[src/rtl/key_schedule_gen.sv]
// AES key expansion for 128/192/256-bit keys: one schedule word per cycle, packed into round keys.
// Optional reverse (decryption-order) delivery through a round-key store when KEY_SCHED_REVERSE_EN is defined.
module key_schedule_gen #(
  parameter int unsigned MAX_NK = 8
) (
  input  logic         clk,
  input  logic         rst_n,
  input  logic         start,
  input  logic [1:0]   key_len,
  input  logic [255:0] key_in,
  input  logic         dec,
  output logic         busy,
  output logic         err,
  output logic         rk_valid,
  input  logic         rk_ready,
  output logic [127:0] rk_data,
  output logic [3:0]   rk_idx,
  output logic         rk_last,
  output logic         done
);

  typedef enum logic [1:0] {IDLE, GEN, OUT} state_t;

  localparam logic [3:0] MAX_NK_W = 4'(MAX_NK);

  state_t       state_q, state_d;
  logic [31:0]  win_q [8];
  logic [31:0]  win_d [8];
  logic [31:0]  key_w [8];
  logic [5:0]   cnt_q, cnt_d;
  logic [2:0]   mod_q, mod_d;
  logic [3:0]   nk_q, nk_d, nr_q, nr_d;
  logic [7:0]   rc_q, rc_d;
  logic [95:0]  acc_q, acc_d;
  logic         busy_q, busy_d, err_q, err_d, done_q, done_d;
  logic         rk_valid_q, rk_valid_d, rk_last_q, rk_last_d;
  logic [127:0] rk_data_q, rk_data_d;
  logic [3:0]   rk_idx_q, rk_idx_d;

  logic [3:0]   req_nk;
  logic [31:0]  w_prev, w_old, sub_in, sub_out, w_new;
  logic [127:0] key_full;
  logic [5:0]   last_cnt;
  logic         in_key;

`ifdef KEY_SCHED_REVERSE_EN
  logic         rev_q, rev_d;
  logic [3:0]   rd_q, rd_d;
  logic         st_we;
  logic [127:0] store_q [15];
`else
  logic         unused_dec;
  assign unused_dec = dec;
`endif

  function automatic logic [7:0] gf_mul(input logic [7:0] a, input logic [7:0] b);
    logic [7:0] p, x;
    p = '0;
    x = a;
    for (int unsigned k = 0; k < 8; k++) begin
      if (b[k]) p = p ^ x;
      x = {x[6:0], 1'b0} ^ (x[7] ? 8'h1b : 8'h00);
    end
    return p;
  endfunction

  // S-box as GF(2^8) inverse (a^254) followed by the affine map, instead of a 256-entry table.
  function automatic logic [7:0] sbox(input logic [7:0] a);
    logic [7:0] sq, inv;
    sq  = a;
    inv = 8'h01;
    for (int unsigned k = 1; k < 8; k++) begin
      sq  = gf_mul(sq, sq);
      inv = gf_mul(inv, sq);
    end
    return inv ^ {inv[6:0], inv[7]} ^ {inv[5:0], inv[7:6]} ^ {inv[4:0], inv[7:5]}
               ^ {inv[3:0], inv[7:4]} ^ 8'h63;
  endfunction

  always_comb begin
    for (int unsigned j = 0; j < 8; j++) key_w[j] = key_in[255 - 32*j -: 32];
  end

  // win_q[j] holds w[i-1-j]; the key is preloaded oldest-first so w[i<Nk] falls out of win_q[Nk-1].
  always_comb begin
    req_nk   = (key_len == 2'd0) ? 4'd4 : (key_len == 2'd1) ? 4'd6 : 4'd8;
    w_prev   = win_q[0];
    w_old    = win_q[3'(nk_q - 4'd1)];
    in_key   = cnt_q < {2'b00, nk_q};
    last_cnt = {nr_q, 2'b11};
    sub_in   = (mod_q == 3'd0) ? {w_prev[23:0], w_prev[31:24]} : w_prev;
    sub_out  = {sbox(sub_in[31:24]), sbox(sub_in[23:16]), sbox(sub_in[15:8]), sbox(sub_in[7:0])};
    if (in_key)                             w_new = w_old;
    else if (mod_q == 3'd0)                 w_new = w_old ^ sub_out ^ {rc_q, 24'h0};
    else if (nk_q == 4'd8 && mod_q == 3'd4) w_new = w_old ^ sub_out;
    else                                    w_new = w_old ^ w_prev;
    key_full = {acc_q, w_new};
  end

  always_comb begin
    state_d    = state_q;
    for (int unsigned j = 0; j < 8; j++) win_d[j] = win_q[j];
    cnt_d      = cnt_q;
    mod_d      = mod_q;
    nk_d       = nk_q;
    nr_d       = nr_q;
    rc_d       = rc_q;
    acc_d      = acc_q;
    err_d      = 1'b0;
    done_d     = 1'b0;
    rk_valid_d = rk_valid_q;
    rk_last_d  = rk_last_q;
    rk_data_d  = rk_data_q;
    rk_idx_d   = rk_idx_q;
`ifdef KEY_SCHED_REVERSE_EN
    rev_d      = rev_q;
    rd_d       = rd_q;
    st_we      = 1'b0;
`endif
    case (state_q)
      IDLE: if (start) begin
        if (key_len == 2'd3 || req_nk > MAX_NK_W) begin
          err_d = 1'b1;
        end else begin
          state_d = GEN;
          nk_d    = req_nk;
          nr_d    = req_nk + 4'd6;
          cnt_d   = '0;
          mod_d   = '0;
          rc_d    = 8'h01;
          for (int unsigned j = 0; j < 8; j++)
            win_d[j] = (4'(j) < req_nk) ? key_w[3'(req_nk - 4'd1 - 4'(j))] : '0;
`ifdef KEY_SCHED_REVERSE_EN
          rev_d   = dec;
          rd_d    = req_nk + 4'd6;
`endif
        end
      end
      GEN: begin
        if (rk_valid_q && rk_ready) rk_valid_d = 1'b0;
        if (!(rk_valid_q && !rk_ready)) begin
          win_d[0] = w_new;
          for (int unsigned j = 1; j < 8; j++) win_d[j] = win_q[j-1];
          cnt_d = cnt_q + 6'd1;
          mod_d = ({1'b0, mod_q} == nk_q - 4'd1) ? 3'd0 : mod_q + 3'd1;
          if (!in_key && mod_q == 3'd0) rc_d = {rc_q[6:0], 1'b0} ^ (rc_q[7] ? 8'h1b : 8'h00);
          acc_d = {acc_q[63:0], w_new};
          if (cnt_q[1:0] == 2'b11) begin
`ifdef KEY_SCHED_REVERSE_EN
            if (rev_q) st_we = 1'b1;
            else
`endif
            begin
              rk_valid_d = 1'b1;
              rk_data_d  = key_full;
              rk_idx_d   = cnt_q[5:2];
              rk_last_d  = (cnt_q == last_cnt);
            end
          end
          if (cnt_q == last_cnt) state_d = OUT;
        end
      end
      OUT: begin
        if (rk_valid_q && rk_ready) begin
          rk_valid_d = 1'b0;
          if (rk_last_q) begin
            rk_last_d = 1'b0;
            done_d    = 1'b1;
            state_d   = IDLE;
          end
        end
`ifdef KEY_SCHED_REVERSE_EN
        if (rev_q && (!rk_valid_q || (rk_ready && !rk_last_q))) begin
          rk_valid_d = 1'b1;
          rk_data_d  = store_q[rd_q];
          rk_idx_d   = rd_q;
          rk_last_d  = (rd_q == 4'd0);
          rd_d       = rd_q - 4'd1;
        end
`endif
      end
      default: state_d = IDLE;
    endcase
    busy_d = (state_d != IDLE);
  end

  always_ff @(posedge clk or negedge rst_n) begin
    if (!rst_n) begin
      state_q    <= IDLE;
      for (int unsigned j = 0; j < 8; j++) win_q[j] <= '0;
      cnt_q      <= '0;
      mod_q      <= '0;
      nk_q       <= '0;
      nr_q       <= '0;
      rc_q       <= '0;
      acc_q      <= '0;
      busy_q     <= 1'b0;
      err_q      <= 1'b0;
      done_q     <= 1'b0;
      rk_valid_q <= 1'b0;
      rk_last_q  <= 1'b0;
      rk_data_q  <= '0;
      rk_idx_q   <= '0;
`ifdef KEY_SCHED_REVERSE_EN
      rev_q      <= 1'b0;
      rd_q       <= '0;
`endif
    end else begin
      state_q    <= state_d;
      for (int unsigned j = 0; j < 8; j++) win_q[j] <= win_d[j];
      cnt_q      <= cnt_d;
      mod_q      <= mod_d;
      nk_q       <= nk_d;
      nr_q       <= nr_d;
      rc_q       <= rc_d;
      acc_q      <= acc_d;
      busy_q     <= busy_d;
      err_q      <= err_d;
      done_q     <= done_d;
      rk_valid_q <= rk_valid_d;
      rk_last_q  <= rk_last_d;
      rk_data_q  <= rk_data_d;
      rk_idx_q   <= rk_idx_d;
`ifdef KEY_SCHED_REVERSE_EN
      rev_q      <= rev_d;
      rd_q       <= rd_d;
`endif
    end
  end

`ifdef KEY_SCHED_REVERSE_EN
  always_ff @(posedge clk) begin
    if (st_we) store_q[cnt_q[5:2]] <= key_full;
  end
`endif

  assign busy     = busy_q;
  assign err      = err_q;
  assign done     = done_q;
  assign rk_valid = rk_valid_q;
  assign rk_last  = rk_last_q;
  assign rk_data  = rk_data_q;
  assign rk_idx   = rk_idx_q;

endmodule

[config.mk]
export PLATFORM = sky130hd
export DESIGN_NAME = key_schedule_gen
export DESIGN_NICKNAME = d
export VERILOG_FILES = /design/src/rtl/key_schedule_gen.sv
export SDC_FILE = /design/constraint.sdc
export NUM_CORES = 2
export LEC_CHECK = 0
export BUFFER_PORTS_ARGS = -buffer_cell sky130_fd_sc_hd__buf_2
export CAP_MARGIN = 20
export CORE_MARGIN = 2
export CORE_UTILIZATION = 42
export CTS_CLUSTER_SIZE = 25
export DETAILED_ROUTE_END_ITERATION = 10
export GPL_TIMING_DRIVEN = 0
export PLACE_DENSITY = 0.61
export SETUP_SLACK_MARGIN = 0.3
export SLEW_MARGIN = 10
export SYNTH_ARGS = -nofsm -noshare
export SYNTH_HDL_FRONTEND = slang
export SYNTH_SLANG_ARGS = --single-unit
[constraint.sdc]
create_clock -name clk -period 18.2 [get_ports clk]
set_input_delay 2.73 -clock clk [delete_from_list [all_inputs] [get_ports clk]]
set_output_delay 2.73 -clock clk [all_outputs]
set_load 0.03 [all_outputs]
# ---- After elaboration in Yosys (flattened, before gate mapping)
# Cells that the tools add are included.
dict set report totals {
  inputBits 263
  register_bits 516
}
dict set report op_classes {
  mux 893
  bitwise 791
  eq_ne 15
  n_reduce_logical 19
  order_cmp 19
  add_sub_neg 12
}
# cell n
set ops {}
lappend ops {{8-bit two-way mux} 424}
lappend ops {{8-bit bitwise XOR} 380}
lappend ops {{8-bit by 5-bit bitwise XOR with 8-bit output} 365}
lappend ops {{5-bit two-way mux} 369}
lappend ops {{32-bit two-way mux} 30}
lappend ops {{32-bit binary-select mux with 3-bit select} 9}
lappend ops {{256-bit two-way mux} 3}
lappend ops {{256-bit case mux with 2 select lines} 1}
lappend ops {{32-bit bitwise XOR} 3}
lappend ops {{6-bit two-way mux} 7}
lappend ops {{4-bit >= comparator, second input constant} 9}
lappend ops {{3-bit inverter with 4-bit output} 9}
lappend ops {{7-bit two-way mux} 4}
lappend ops {{1-bit inverter, first input constant} 28}
lappend ops {{3-bit two-way mux} 8}
lappend ops {{4-bit two-way mux} 6}
lappend ops {{2-bit two-way mux} 10}
lappend ops {{3-bit by 4-bit < comparator with 1-bit output, first input constant} 4}
lappend ops {{1-bit two-way mux} 16}
lappend ops {{4-bit inverter} 4}
lappend ops {{8-bit case mux with 2 select lines} 1}
lappend ops {{2-bit != test, second input constant} 6}
lappend ops {{6-bit case mux with 2 select lines} 1}
lappend ops {{3-bit subtractor, second input constant} 4}
lappend ops {{other kinds (30)} 48}

# ---- Depth between registers and ports, before layout
dict set report logic_depth {
  depth_word 140
  mapped_depth 79
}

# ---- Worst setup path before layout
# OpenSTA, ideal clock, no wires.
dict set report synth_timing {
  path_kind {flip-flop to flip-flop}
  startpoint {register mod_q[0]}
  endpoint {register rk_data_q[30] (netlist: rk_data[30])}
  arrival_ps 17068
  required_ps 18065
  slack_ps 997
  path_buffers 12
  path_stages_with_launch 75
  cell_sequence {dfrtp_1 inv_1 ha_1 nand2b_1 buf_6 buf_8 buf_8 buf_12 mux2i_4 inv_2 ha_1 clkbuf_1 nand2b_1 a21oi_1 or3_1 a31oi_1 xnor2_2 buf_2 (+39 left out) a31oi_1 xor2_1 a211o_1 buf_4 nand2_2 a21oi_1 o22a_1 xor2_2 xnor3_1 nor2b_1 xnor3_1 xnor3_2 xor2_2 xnor2_1 xnor2_1 o22ai_1 a221oi_1 o21ai_1}
}
dict set report synth_between {
  elab_chain_cells 135
  elab_cells_between_ends 399
  cone_classes {eq/ne: 1; mux: 207; bitwise: 189; reduce/logical: 2}
}
# item line
set synth_rtl {}
lappend synth_rtl {{from (decl)} 31} ;# logic [2:0] mod_q, mod_d;
lappend synth_rtl {{from (signal assigned)} 212} ;# mod_q <= mod_d;
lappend synth_rtl {{3-bit zero test} {91, 94}}
lappend synth_rtl {{32-bit two-way mux} 91} ;# sub_in = (mod_q == 3'd0) ? {w_prev[23:0], w_prev[31:24]} : w_prev;
lappend synth_rtl {{5-bit two-way mux} 62} ;# x = {x[6:0], 1'b0} ^ (x[7] ? 8'h1b : 8'h00);
lappend synth_rtl {{8-bit by 5-bit bitwise XOR with 8-bit output} 62}
lappend synth_rtl {{8-bit bitwise XOR} 61} ;# if (b[k]) p = p ^ x;
lappend synth_rtl {{8-bit two-way mux} 61}
lappend synth_rtl {{8-bit bitwise XOR} 61}
lappend synth_rtl {{8-bit two-way mux} 61}
lappend synth_rtl {{(+117 left out)} n/a}
lappend synth_rtl {{8-bit two-way mux} 61}
lappend synth_rtl {{8-bit bitwise XOR (3 in series)} 76} ;# return inv ^ {inv[6:0], inv[7]} ^ {inv[5:0], inv[7:6]} ^ {inv[4:0], inv[7:5]}
lappend synth_rtl {{8-bit bitwise XOR} 77} ;# ^ {inv[3:0], inv[7:4]} ^ 8'h63;
lappend synth_rtl {{4-bit inverter (no line)} n/a}
lappend synth_rtl {{32-bit bitwise XOR} {94, 95}}
lappend synth_rtl {{32-bit two-way mux / 32-bit bitwise XOR (equally long branches)} {95, 94}}
lappend synth_rtl {{32-bit two-way mux *} 94} ;# else if (mod_q == 3'd0) w_new = w_old ^ sub_out ^ {rc_q, 24'h0};
lappend synth_rtl {{32-bit two-way mux *} 93} ;# if (in_key) w_new = w_old;
lappend synth_rtl {{to (signal assigned)} 222} ;# rk_data_q <= rk_data_d;
lappend synth_rtl {{to (decl)} 37} ;# logic [127:0] rk_data_q, rk_data_d;
# Mark *: on every way between the ends. The rest lies on a longest branch, timed or not.
# A chain may end at the register's enable or synchronous reset.

# ---- Worst setup path in the final report
# Same ends and word-level chain as after synthesis.

==> flow_summary.ini <==
[clock_tree]
cts_max_level = 2
clk_pin_slew_worst_paths_ns = 0.06
clk_path_buf_depth = 3
cts_buffers = 56
cts_tree = built
root_buffer = clkbuf_16
cts_hold_buffers = 0
clock_latency_ns = 0.65
cts_sinks = 514

[synth]
yosysTopAreaCell = xnor2_1
synth_area_leaders = xnor2_1, dfrtp_1, xnor3_1
synth_compound_area_frac = 0.182
synth_simple_gate_area_frac = 0.177
netlist_area_sq_um = 87100
synth_nets = 11134
avgSynthCellArea_sq_um = 8.05
syn_inst = 10831
ys.flop_type = dfrtp_1
synthMuxAreaShare = 0.0869
ys_types = 132
yosysTopAreaCellShare = 0.162
synthTopCellsByCount = xnor2_1, nor2_1, nand2_1
synthArstFlopShare = 1.00
yosysWarnings = 0
synth_edf_count = 0
synth_xor_area_frac = 0.352
synth_fa_ha_area_frac = 0.00597
synth_most_common_cell = xnor2_1
synth_seq_area_share = 0.148
synth_top_family_by_area = XOR/XNOR gates
synth_seq_cells = 514

[placement]
dpl.hpwl_um = 256000
portBuffers = 397
gp_congestion = 1.01

[worst_setup_path]
slowest_delay_ns = 0.57
cpMaxStageDelayCell = xnor3_2
cp.buffers_inverters = 19
critical_path_required_ns = 18.68
path_common_cell = buf_6
path_max_fanout = 10
worstSetupPathType = reg -> reg
worstPathArrival_ns = 17.91
critPathCaptureType = flop
regToRegSetupSlack_ns = 0.77
startpoint_type = flop
crit_family = XOR/XNOR gates

[route]
ant_nets = 0
avgViaCountPerCell = 6.11
wirelength_um = 337000
wire_per_inst_um = 23.5
firstDrtPassIters = 9
drtIter0Drc = 9968
drc_errors = 0
vias = 87792

[die]
io_pins = 400
dieArea_sq_um = 211000
die_w_um = 459
core_area_sq_um = 207000
start_util = 0.422
std_cell_rows = 167
die_y_um = 459

[run_status]
status = completed

[global_routing]
grt_pass1_vias = 81935
busiest_layer = met2
grt_max_degree = 119
grt_use_met2 = 0.493
grt_pass1_wl_um = 504000
use_met3 = 0.0365
grt_antenna_before_repair = 15
grt.total_usage = 0.300
use_met1 = 0.399
grt_overflow_total = 0

[timing]
rsz0062_at_grt = no
maxSlewViolCount = 0
fin_skew_ns = 0.0442
tns_ns = 0
min_period_ns = 17.43
hold_viol = 0
relSlewSlack = 0.163
clock.fmax_mhz = 57.4
fin_crit_sh = 0.957
finalSetupViolCount = 0
tightest_slew_ns = 1.26

[final_layout]
num-nets-final = 11921
area_delta_synth_final_pct = 17.5
fill_cells = 19646
post-route-util = 0.495
final_layout_size_suffix_gt1_frac = 0.197

[hold_path]
hold_path_class = reg -> reg

[run]
maxCapViolations = 0
final cells by class:
class,instances,area (sq um),share of cell area
multi-input combinational,9329,74900,0.732
sequential,514,12900,0.126
timing repair buffer,728,4790,0.0467
buffer,807,3860,0.0377
tap,2704,3380,0.0330
clock buffer,90,1730,0.0169
inverter,182,703,0.00687
clock inverter,10,120,0.00117
antenna,11,27.5,0.000269
layout by cell type (no fill, tap or decap), drive strengths merged, types with 34 or more instances in the layout:
cell type	count
o22ai	133
nor3	266
ha	40
xor2	493
or2	35
nand2	1219
xnor2	1766
nand3	217
and2	62
nand4	57
nand2b	65
inv	171
o21ai	657
xnor3	359
buf	990
nor2b	64
or3	49
a32oi	48
mux2i	459
a211oi	72
mux2	186
o221ai	34
a21oi	484
nor2	1391
dfrtp	514
a221oi	124
o21a	42
xor3	43
a31oi	92
o211ai	84
a22oi	128
clkbuf	635
a222oi	68
nor4	34
o31ai	44
registers in the layout, summed over array words and instances, names as in the netlist:
register	cells
busy	1
nr_q	3
err	1
nk_q	3
w_prev	32
win_q	224
done	1
cnt_q	6
acc_q	96
mod_q	3
rk_data	128
rk_last	1
rc_q	8
rk_valid	1
state_q	2
rk_idx	4
routing by layer:
layer / wire, um / part of all wire
met5: 22 / 0.000065
met4: 16100 / 0.048
met3: 28400 / 0.084
met1: 137000 / 0.41
met2: 156000 / 0.46
stage by stage:
stage | hold slack (ns) | instances | worst slack (ns) | cell area, sq um
6_report | 0.473 | 14375 | 0.774 | 102000
5_1_grt | 0.498 | 14375 | 0.0874 | 102000
4_1_cts | 0.477 | 14169 | 0.305 | 98200
3_5_place_dp | 0.462 | 13944 | -3.94 | 92700
3_3_place_gp | 0.457 | 13932 | -3.67 | 92500
2_1_floorplan | 0.442 | 10831 | 0.997 | 87100
worst min-delay path, delay by kind of cell (launching register included):
kind / cells / cell delay (ns)
flip-flops: 1 / 0.34
AND/OR/NAND/NOR: 2 / 0.11
timing repair:
| action | in CTS | in global routing |
|---|---|---|
| buffers inserted | 124 | 193 |
| endpoints found under the setup margin | 96 | 96 |
| pin swaps | 103 | 181 |
| gates cloned | 1 | 0 |
| gates resized for setup | 495 | 547 |
worst paths after layout:
kind / startpoint / to / cells after the start
worst min-delay path: acc_q[90] / acc_q[90] / 2
max in group asynchronous: rst_n / rk_data[125] / 3
worst max-delay path: mod_q[0] / rk_data[30] / 74
worst min register to register: acc_q[90] / acc_q[90] / 2
min in group asynchronous: rst_n / win_q[40] / 1
worst max register to register: mod_q[0] / rk_data[30] / 74
kinds of logic after synthesis:
kind of cell,count (synthesis)
and+or+nand+nor,3571
adders and majority gates,42
buffers and inverters,989
xor gates and xnor gates,2660
DFF,514
AOI/OAI and AO/OA,2378
muxes,677
Power is left out: the tool's default activity adds up to more than one toggle a clock period on the data nets, which glitch-free logic cannot reach.
